### src/rtl/multicycle_sequencer.sv
// Control sequencer for the multi-cycle RV32I core: steps each instruction through
// FETCH/DECODE/EXECUTE/MEMORY/WRITEBACK and owns halt, trap, timeout and instret.
module multicycle_sequencer #(
  parameter int unsigned CNT_W       = 32,
  parameter int unsigned MEM_TIMEOUT = 255
) (
  input  logic             i_clk,
  input  logic             i_rst,
  input  logic             i_imem_ready,
  input  logic             i_dmem_ready,
  input  logic             i_dmem_rd_en,
  input  logic             i_dmem_wr_en,
  input  logic             i_rf_wr_req,
  input  logic             i_halt,
  input  logic             i_trap,
  output logic             o_imem_req,
  output logic             o_ir_load,
  output logic             o_dmem_req,
  output logic             o_rf_wr_en,
  output logic             o_pc_wr,
  output logic [2:0]       o_state,
  output logic             o_halted,
  output logic             o_trapped,
  output logic             o_timeout,
  output logic [CNT_W-1:0] o_instret
);

  typedef enum logic [2:0] {
    S_FETCH     = 3'd0,
    S_DECODE    = 3'd1,
    S_EXECUTE   = 3'd2,
    S_MEMORY    = 3'd3,
    S_WRITEBACK = 3'd4,
    S_HALTED    = 3'd5
  } state_t;

  localparam int unsigned WAIT_W = $clog2(MEM_TIMEOUT + 1);
  localparam logic [WAIT_W-1:0] WAIT_LIMIT = WAIT_W'(MEM_TIMEOUT - 1);

  state_t            state;
  logic [WAIT_W-1:0] wait_cnt;
  logic              trapped;
  logic              timed_out;
  logic [CNT_W-1:0]  instret;

  // Strobes decode from the current state and live acks; gating with i_rst keeps a
  // reset that lands mid-instruction from committing anything on that cycle.
  always_comb begin
    o_imem_req = 1'b0;
    o_ir_load  = 1'b0;
    o_dmem_req = 1'b0;
    o_rf_wr_en = 1'b0;
    o_pc_wr    = 1'b0;
    if (!i_rst) begin
      unique case (state)
        S_FETCH: begin
          o_imem_req = 1'b1;
          o_ir_load  = i_imem_ready;
        end
        S_MEMORY: begin
          o_dmem_req = 1'b1;
          o_pc_wr    = i_dmem_ready & ~i_dmem_rd_en;
        end
        S_WRITEBACK: begin
          o_rf_wr_en = i_rf_wr_req;
          o_pc_wr    = 1'b1;
        end
        default: ;
      endcase
    end
  end

  always_comb begin
    o_state   = i_rst ? 3'd0 : 3'(state);
    o_halted  = ~i_rst & (state == S_HALTED);
    o_trapped = ~i_rst & trapped;
    o_timeout = ~i_rst & timed_out;
    o_instret = i_rst ? '0 : instret;
  end

  always_ff @(posedge i_clk) begin
    if (i_rst) begin
      state     <= S_FETCH;
      wait_cnt  <= '0;
      trapped   <= 1'b0;
      timed_out <= 1'b0;
      instret   <= '0;
    end else begin
      unique case (state)
        S_FETCH: begin
          if (i_imem_ready) begin
            state    <= S_DECODE;
            wait_cnt <= '0;
          end else if (wait_cnt == WAIT_LIMIT) begin
            state     <= S_HALTED;
            timed_out <= 1'b1;
          end else begin
            wait_cnt <= wait_cnt + 1'b1;
          end
        end
        S_DECODE: begin
          if (i_halt || i_trap) begin
            state   <= S_HALTED;
            trapped <= i_trap;
          end else begin
            state <= S_EXECUTE;
          end
        end
        S_EXECUTE: begin
          if (i_dmem_rd_en && i_dmem_wr_en) begin
            state   <= S_HALTED;
            trapped <= 1'b1;
          end else if (i_dmem_rd_en || i_dmem_wr_en) begin
            state    <= S_MEMORY;
            wait_cnt <= '0;
          end else begin
            state <= S_WRITEBACK;
          end
        end
        S_MEMORY: begin
          if (i_dmem_ready) begin
            wait_cnt <= '0;
            if (i_dmem_rd_en) begin
              state <= S_WRITEBACK;
            end else begin
              state   <= S_FETCH;
              instret <= instret + 1'b1;
            end
          end else if (wait_cnt == WAIT_LIMIT) begin
            state     <= S_HALTED;
            timed_out <= 1'b1;
          end else begin
            wait_cnt <= wait_cnt + 1'b1;
          end
        end
        S_WRITEBACK: begin
          state    <= S_FETCH;
          wait_cnt <= '0;
          instret  <= instret + 1'b1;
        end
        S_HALTED: state <= S_HALTED;
        default:  state <= S_FETCH;
      endcase
    end
  end

endmodule

### config.mk
export PLATFORM = sky130hd
export DESIGN_NAME = multicycle_sequencer
export DESIGN_NICKNAME = d
export VERILOG_FILES = /design/src/rtl/multicycle_sequencer.sv
export SDC_FILE = /design/constraint.sdc
export NUM_CORES = 1
export LEC_CHECK = 0
export CORE_ASPECT_RATIO = 0.8
export CORE_MARGIN = 4
export CORE_UTILIZATION = 47
export DETAILED_ROUTE_END_ITERATION = 10
export PLACE_DENSITY_LB_ADDON = 0.2
export SLEW_MARGIN = 20
export SYNTH_ARGS = -nofsm -noshare
export SYNTH_HDL_FRONTEND = slang
export SYNTH_SLANG_ARGS = --single-unit
### constraint.sdc
create_clock -name i_clk -period 2 [get_ports i_clk]
set_clock_uncertainty 0.05 [all_clocks]
set_input_delay 0.2 -clock i_clk [delete_from_list [all_inputs] [get_ports i_clk]]
set_output_delay 0.2 -clock i_clk [all_outputs]
set_load 0.1 [all_outputs]
==> impl_metrics.yaml, run 1 <==
pwr:
  vdd_drop_max_uv: 310
  power_mw: 1.92
  p_per_area_mw_per_mm2: 453
  p_leak_nw: 1.57
detailed_routing:
  wl_per_cell_um: 14.4
  drt-initial-drc-count: 176
  drt-total-wl_mm: 7.20
  vias_per_cell: 5.37
  drt_pass1_iterations: 4
  drc: 0
  vias: 2679
  drt.antenna.violating_nets: 0
synthesis:
  avgSynthCellArea_um2: 7.92
  async_flop_share_pct: 0
  synth-main-ff-cell: "dfxtp_1"
  synth_nets: 354
  synth_area_mm2: 0.00269
  ys_seq_area_share_pct: 33.5
  synth-seq-cells: 45
  synth_xor_area_share_pct: 9.46
  yosysWarnings: 0
  yosys.area_share.simple_pct: 39.7
  synth_edf_count: 0
  yosys.area_share.adder_pct: 2.79
  ys_types: 45
  synthMuxAreaShare_pct: 0.559
  synth_cells: 339
  synth_top_family_by_area: "simple AND/OR/NAND/NOR gates"
  synth-compound-area-share_pct: 10.4
global_routing:
  grt_antenna_before_repair: 0
  grt_max_degree: 51
  grt_pass1_wl_mm: 11.8
  grt_overflow: 0
  grt_use_total_pct: 20.9
  grt_pass1_vias: 2541
setup_path:
  path_max_fanout: 5
  crit_top_cell: "buf_4"
  slowest_stage: "clkdlybuf4s50_1"
  start_kind: "primary input"
  cp_cell_sequence: "clkdlybuf4s50_1, buf_4, nand2b_1, o21a_4, buf_4, nor2_4, buf_12"
  critPathMaxStageDelay_ps: 450
  cp.arrival_ps: 1700
  cp_data_required_time_ps: 1750
  reg2reg_depth: 6
  crit_type: "primary input to output pin"
  end_kind: "output pin"
hold_path:
  hold_path_class: "primary input to flip-flop"
  hold_depth: 2
layout:
  finish.utilization_pct: 77.0
  ff_latch_area_um2: 901
  area_growth_syn_to_layout_pct: 57.5
  n_antenna_cell: 0
  drive_above_1_share_pct: 35.6
  nNetsFinal: 435
  stdcell_count: 499
  multiInputGateArea_mm2: 0.00186
  fillers: 379
sta:
  post-route-period-util_pct: 97.3
  hold_viol: 0
  holdWs_ps: 206
  rsz0062_at_grt: "true"
  setup_viol: 0
  max_freq_mhz: 514
  worst_pin_slew_ps: 525
  fin_crit_ps: 1950
  finalMaxSlewViolations: 0
  slew_headroom_pct: 64.9
  tns_ps: 0
clocking:
  clockBufferDepth: 2
  cts.sinks: 45
  cts.htree.levels: 2
  clkTransAtPathRegs_ps: 100
  clk_latency_ps: 300
  cts_hold_buf: 0
  cts_tree: "done"
  cts-buffers-inserted: 5
  root_buffer: "clkbuf_8"
floorplan:
  core_area_mm2: 0.00550
  num_rows: 24
  fp.dieH_um: 75.6
  start_util_pct: 48.9
  die_w_um: 92.5
  die_area_mm2: 0.00700
  design.portCount: 52
status:
  status: "completed"
placement:
  portBuffers: 51
  place.gp.congestion: 0.870
  dp_cells: 491
  dpl.hpwl_mm: 5.35
run:
  cap_violations: 0
power breakdown:
group          switching, mW  total (mW)  leakage, nW  internal (mW)
Combinational          0.254       0.412         1.17          0.159
Sequential            0.0133       0.923        0.363          0.910
Clock                  0.336       0.581       0.0364          0.246
stage by stage:
step	instance area [um2]	worst slack [ps]
floorplan	2820	-416
finish	4230	54.0
detailed placement	4090	-232
CTS	4190	23.4
global placement	4090	-183
global route	4230	-33.7
path summary, 6_finish.rpt:
check | from | end | slack, ps
worst min-delay path | i_rst | instret[26]$_SDFFE_PP0P_ | 210
worst max-delay path | i_dmem_rd_en | o_pc_wr | 50
worst min register to register | timed_out$_SDFFE_PP0P_ | timed_out$_SDFFE_PP0P_ | 420
worst max register to register | instret[4]$_SDFFE_PP0P_ | instret[24]$_SDFFE_PP0P_ | 60
synthesized netlist by cell type (3+ instances only):
cell type / count / area share (%)
nor2_1: 48 / 6.7
nand3_1: 16 / 3.0
nor2b_1: 40 / 9.3
clkbuf_1: 14 / 2.0
nor3_1: 11 / 2.0
nor4_2: 6 / 2.8
ha_1: 6 / 2.8
nand4_1: 19 / 4.4
and2_1: 3 / 0.70
a21oi_1: 14 / 2.6
nand2_1: 21 / 2.9
and4_1: 3 / 0.98
xnor2_1: 10 / 3.3
inv_1: 5 / 0.70
xor2_1: 19 / 6.2
dfxtp_1: 45 / 34
a31oi_1: 3 / 0.70
nand2b_1: 4 / 0.93
o21ai_0: 11 / 2.0
and3_1: 6 / 1.4
cells by family after synthesis:
kind of cell,Yosys count
multiplexers,1
AND/OR/NAND/NOR,190
adder cells (fa/ha/maj),6
buffers and inverters,23
XOR/XNOR,29
AO/OA/AOI/OAI,45
flip-flops,45
critical path: cells and delay by family:
family / cells / cell delay, ps
compound gates: 1 / 240
buf+inv: 4 / 960
simple gates: 2 / 280
placed cells by master, fill, tap and decap left out, drive strengths merged, types with 12 or more instances in the layout:
master | netlist | layout
nand2 | 21 | 21
xor2 | 19 | 19
buf | 4 | 85
o21ai | 12 | 12
nand4 | 20 | 20
nor2 | 48 | 48
a21oi | 14 | 14
nand3 | 16 | 16
dfxtp | 45 | 45
nor2b | 40 | 40
metal layers:
metal	wire (um)	part of all wire, %	vias to the layer above	track usage [%]
li1	-	-	1348	-
met1	3330	46	1247	29.7
met2	3380	47	76	32.6
met3	419	5.8	8	3.65
met4	69	0.96	0	6.92
met5	0	0	-	0
state kept, by name, indices dropped and copies added, names as in the netlist:
register	cells
timed_out	1
instret	32
wait_cnt	8
state	3
trapped	1
repair_timing:
item / 4_1_cts / 5_1_grt
buffers inserted: 0 / 0
resized for setup: 1 / 7
gates cloned: 0 / 0
endpoints found under the setup margin: 1 / 10
layout make-up:
cell class	instances	area share, %
clock buffer	5	1.63
multi-input combinational	271	44.0
clock inverter	3	0.532
tap	78	2.31
inverter	5	0.444
timing repair buffer	92	29.8
sequential	45	21.3
No activity file was read; power rests on OpenSTA's default activity.
==> run 2, diff against run 1 <==
- clock period: 2 -> 2.1 ns (I/O delays scaled with it)
==> impl_metrics.yaml, run 2 (synthesized netlist as in run 1, its figures left out) <==
sta:
  worst_pin_slew_ps: 547
  fin_crit_ps: 2030
  setup_ws_ps: 69.9
  post-route-period-util_pct: 96.7
  hold_viol: 0
  finalMaxSlewViolations: 0
  max_freq_mhz: 493
  slew_headroom_pct: 63.5
  rsz0062_at_grt: "false"
  setup_viol: 0
pwr:
  swShare_pct: 28.4
  p_int_mw: 1.40
  p_sw_uw: 557
  p_per_area_mw_per_mm2: 467
  vdd_drop_max_uv: 244
  p_leak_nw: 1.53
  power_frac_comb_pct: 19.7
  clkPwrFrac_pct: 35.4
  p_seq_share_pct: 44.9
setup_path:
  path_buf_inv: 2
  startpoint: "state[1]$_SDFF_PP0_"
  rr_startpoint: "instret[13]$_SDFFE_PP0P_"
  cp_cell_sequence: "or3b_4, o21a_4, buf_12, nor2_2, buf_12"
  slowest_stage: "or3b_4"
  cp_data_required_time_ps: 1840
  end_kind: "output pin"
  path_max_fanout: 9
  cp.arrival_ps: 1770
  start_kind: "flip-flop"
  crit_type: "flip-flop to output pin"
  critPathMaxStageDelay_ps: 430
  crit_top_cell: "buf_12"
  cp_top_family: "simple AND/OR/NAND/NOR gates"
floorplan:
  design.portCount: 52
  fp.dieH_um: 75.6
  start_util_pct: 48.9
  num_rows: 24
  die_w_um: 92.5
  die_area_mm2: 0.00700
  core_area_mm2: 0.00550
clocking:
  cts.sinks: 45
  clkTransAtPathRegs_ps: 90
  cts_hold_buf: 0
  clk_latency_ps: 300
  postCtsSetupRepairBufs: 0
  cts_tree: "done"
  cts.htree.levels: 2
  cts-buffers-inserted: 5
  root_buffer: "clkbuf_8"
  clockBufferDepth: 2
placement:
  portBuffers: 51
  place.gp.congestion: 0.917
  dp_cells: 485
  dp_slack_ps: -150
  dpl.hpwl_mm: 5.37
layout:
  area_growth_syn_to_layout_pct: 56.0
  largest_reg_flops: 32
  n_antenna_cell: 0
  final_cell_mix: "nor2_1 (45), dfxtp_1 (45), buf_12 (45)"
  stdcell_count: 493
  nNetsFinal: 429
  multiInputGateArea_mm2: 0.00183
  ff_latch_area_um2: 901
  fillers: 394
  reg.largest.list: "instret x32, wait_cnt x8, state x3"
  drive_above_1_share_pct: 34.2
  top_register: "instret"
detailed_routing:
  drc: 0
  drt-total-wl_mm: 7.24
  drt_pass1_iterations: 4
  drt-initial-drc-count: 196
  wl_per_cell_um: 14.7
  drt.antenna.violating_nets: 0
  vias_per_cell: 5.59
  vias: 2754
global_routing:
  grt_pass1_vias: 2590
  grt_pass1_wl_mm: 11.9
  grt_antenna_before_repair: 0
  grt_use_total_pct: 21.3
  grt_overflow: 0
  grt_max_degree: 40
hold_path:
  hold_path_class: "primary input to flip-flop"
  hold_start: "i_rst"
status:
  status: "completed"
run:
  cap_violations: 0
==> run 2: changes by cell type in the layout (fill, tap and decap cells not counted), sizes merged <==
| cell | previous run | this run |
|---|---|---|
| clkinvlp | 3 | 0 |
| buf | 85 | 79 |
| bufinv | 0 | 1 |
| clkbuf | 5 | 7 |
==> run 2: power by group through the flow <==
| stage | Sequential (mW) | Combinational, mW | Clock, mW |
|---|---|---|---|
| floorplan | 0.896 | 0.241 | 0 |
| global placement | 0.898 | 0.374 | 0 |
| detailed placement | 0.899 | 0.377 | 0 |
| CTS | 0.879 | 0.382 | 0.700 |
| global route | 0.882 | 0.409 | 0.736 |
| finish | 0.880 | 0.386 | 0.693 |
==> run 2: repair_timing <==
item	in CTS	in global routing
endpoints found under the setup margin	1	6
pin swaps	0	0
resized for setup	1	3
==> run 2: per-stage QoR <==
| step | util (%) | area [um2] | TNS, ps | hold slack [ps] | total power [mW] |
|---|---|---|---|---|---|
| 5_1_grt | 76.3 | 4190 | 0 | 356 | 2.03 |
| 3_3_place_gp | 73.9 | 4060 | -259 | 394 | 1.27 |
| 2_1_floorplan | - | 2810 | -592 | 336 | 1.14 |
| 6_report | 76.3 | 4190 | 0 | 325 | 1.96 |
| 4_1_cts | 76.0 | 4180 | 0 | 324 | 1.96 |
| 3_5_place_dp | 73.9 | 4060 | -629 | 400 | 1.28 |
==> run 2: final timing paths <==
| path | to | slack [ps] | depth (start not counted) |
|---|---|---|---|
| min | instret[26]$_SDFFE_PP0P_ | 320 | 2 |
| min reg2reg | timed_out$_SDFFE_PP0P_ | 410 | 2 |
| max | o_pc_wr | 70 | 5 |
| max reg2reg | instret[26]$_SDFFE_PP0P_ | 130 | 6 |
==> run 2: cell type report <==
class	count	share of cell area, %
sequential	45	21.5
clock buffer	7	2.06
multi-input combinational	271	43.7
inverter	5	0.448
tap	78	2.33
clock inverter	1	0.716
timing repair buffer	86	29.3
==> run 2: routing by layer <==
layer,GRT usage (%),vias to the layer above,part of all wire (%)
met4,10.2,0,2.7
met5,0,-,0
met2,32.2,96,44
met1,28.9,1305,47
met3,5.03,19,5.6
li1,-,1334,-
==> run 3, diff against run 2 <==
- CORE_UTILIZATION: 47 -> 52
==> impl_metrics.yaml, run 3 (synthesized netlist as in run 1, its figures left out) <==
status:
  status: "completed"
setup_path:
  end_kind: "output pin"
  start_kind: "primary input"
  reg2reg_depth: 6
  startpoint: "i_dmem_rd_en"
  path_buf_inv: 4
  reg2reg_to: "instret[27]$_SDFFE_PP0P_"
  critPathCapture: "o_pc_wr"
  cp.depth: 7
  cp_data_required_time_ps: 1840
  path_max_fanout: 7
  crit_top_cell: "buf_4"
  crit_type: "primary input to output pin"
  cp_cell_sequence: "clkdlybuf4s50_1, buf_4, nand2b_1, o21a_2, buf_4, nor2_2, buf_12"
  cp.arrival_ps: 1780
  cp_top_family: "buffers and inverters"
  rrSetupSlack_ps: 120
  slowest_stage: "clkdlybuf4s50_1"
  critPathMaxStageDelay_ps: 460
  rr_startpoint: "instret[16]$_SDFFE_PP0P_"
floorplan:
  start_util_pct: 53.6
  core_area_mm2: 0.00501
  die_w_um: 88.4
  num_rows: 23
  design.portCount: 52
  fp.dieH_um: 72.3
  die_area_mm2: 0.00639
detailed_routing:
  drt-total-wl_mm: 7.77
  drt_pass1_iterations: 6
  drt-initial-drc-count: 194
  vias_per_cell: 5.84
  drt.antenna.violating_nets: 0
  vias: 2762
  wl_per_cell_um: 16.4
  drc: 0
sta:
  hold_viol: 0
  worst_pin_slew_ps: 526
  rsz0062_at_grt: "false"
  finalMaxSlewViolations: 0
  post-route-period-util_pct: 97.1
  max_freq_mhz: 490
  tns_ps: 0
  holdWs_ps: 254
  setup_viol: 0
  fin_crit_ps: 2040
  slew_headroom_pct: 64.7
global_routing:
  grt_antenna_before_repair: 0
  grt_max_degree: 57
  grt_pass1_wl_mm: 12.6
  grt_pass1_vias: 2669
  grt_use_total_pct: 25.0
  grt_overflow: 0
clocking:
  cts-buffers-inserted: 5
  cts_hold_buf: 0
  cts.sinks: 45
  clockBufferDepth: 2
  postCtsSetupRepairBufs: 0
  root_buffer: "clkbuf_8"
  clkTransAtPathRegs_ps: 90
  cts.htree.levels: 2
  clk_latency_ps: 310
  cts_tree: "done"
pwr:
  power_mw: 2.07
  p_per_area_mw_per_mm2: 498
  p_leak_nw: 1.51
  vdd_drop_max_uv: 372
layout:
  fillers: 263
  area_growth_syn_to_layout_pct: 54.4
  ff_latch_area_um2: 902
  nNetsFinal: 425
  final_area_mm2: 0.00415
  top_register: "instret"
  largest_reg_flops: 32
  layout_commonest_cell: "nor2_1"
  multiInputGateArea_mm2: 0.00183
  reg.largest.list: "instret x32, wait_cnt x8, state x3"
  final_cell_mix: "nor2_1 (45), dfxtp_1 (44), buf_12 (44)"
  drive_above_1_share_pct: 34.3
  n_antenna_cell: 0
placement:
  place.gp.congestion: 0.894
  dpl.hpwl_mm: 5.46
  portBuffers: 51
  dpl_cell_area_mm2: 0.00400
run:
  cap_violations: 0
hold_path:
  hold_path_class: "primary input to flip-flop"
==> run 3: power breakdown <==
| group | internal [mW] | switching (mW) | total, mW |
|---|---|---|---|
| Sequential | 0.866 | 0.0144 | 0.881 |
| Clock | 0.473 | 0.318 | 0.791 |
| Combinational | 0.149 | 0.246 | 0.395 |
| Total | 1.49 | 0.578 | 2.07 |
==> run 3: area by class of cell <==
cell class,count,share of cell area [%]
clock buffers,5,1.66
clock inverters,3,1.57
inverters,5,0.452
multi-input cells,271,44.2
flip-flops and latches,45,21.7
well taps,62,1.87
repair buffers,82,28.5
==> run 3: worst min path at each step <==
stage,startpoint,end,depth (start not counted)
floorplan,i_trap,trapped$_SDFFE_PP0P_,2
global placement,timed_out$_SDFFE_PP0P_,timed_out$_SDFFE_PP0P_,2
detailed placement,timed_out$_SDFFE_PP0P_,timed_out$_SDFFE_PP0P_,2
CTS,i_rst,instret[25]$_SDFFE_PP0P_,2
global route,i_rst,instret[27]$_SDFFE_PP0P_,2
finish,i_rst,instret[27]$_SDFFE_PP0P_,2
==> run 3: what timing repair did <==
item | CTS | global route
resized for setup | 1 | 4
hold endpoints to repair | 0 | 0
endpoints found under the setup margin | 1 | 5
==> run 3: metrics by stage <==
stage / util, % / std cells / setup slack, ps
global placement: 79.9 / 465 / -88.3
global route: 82.8 / 473 / 18.5
detailed placement: 79.9 / 465 / -187
finish: 82.8 / 473 / 60.7
floorplan: - / 339 / -357
CTS: 82.6 / 473 / 36.9
==> run 3: routing by layer <==
layer	up-vias	routed length [um]	global-route usage (%)
li1	1327	-	-
met1	1289	3270	32.5
met2	127	3770	41.3
met3	19	570	4.99
met4	0	164	8.89
met5	-	0	0
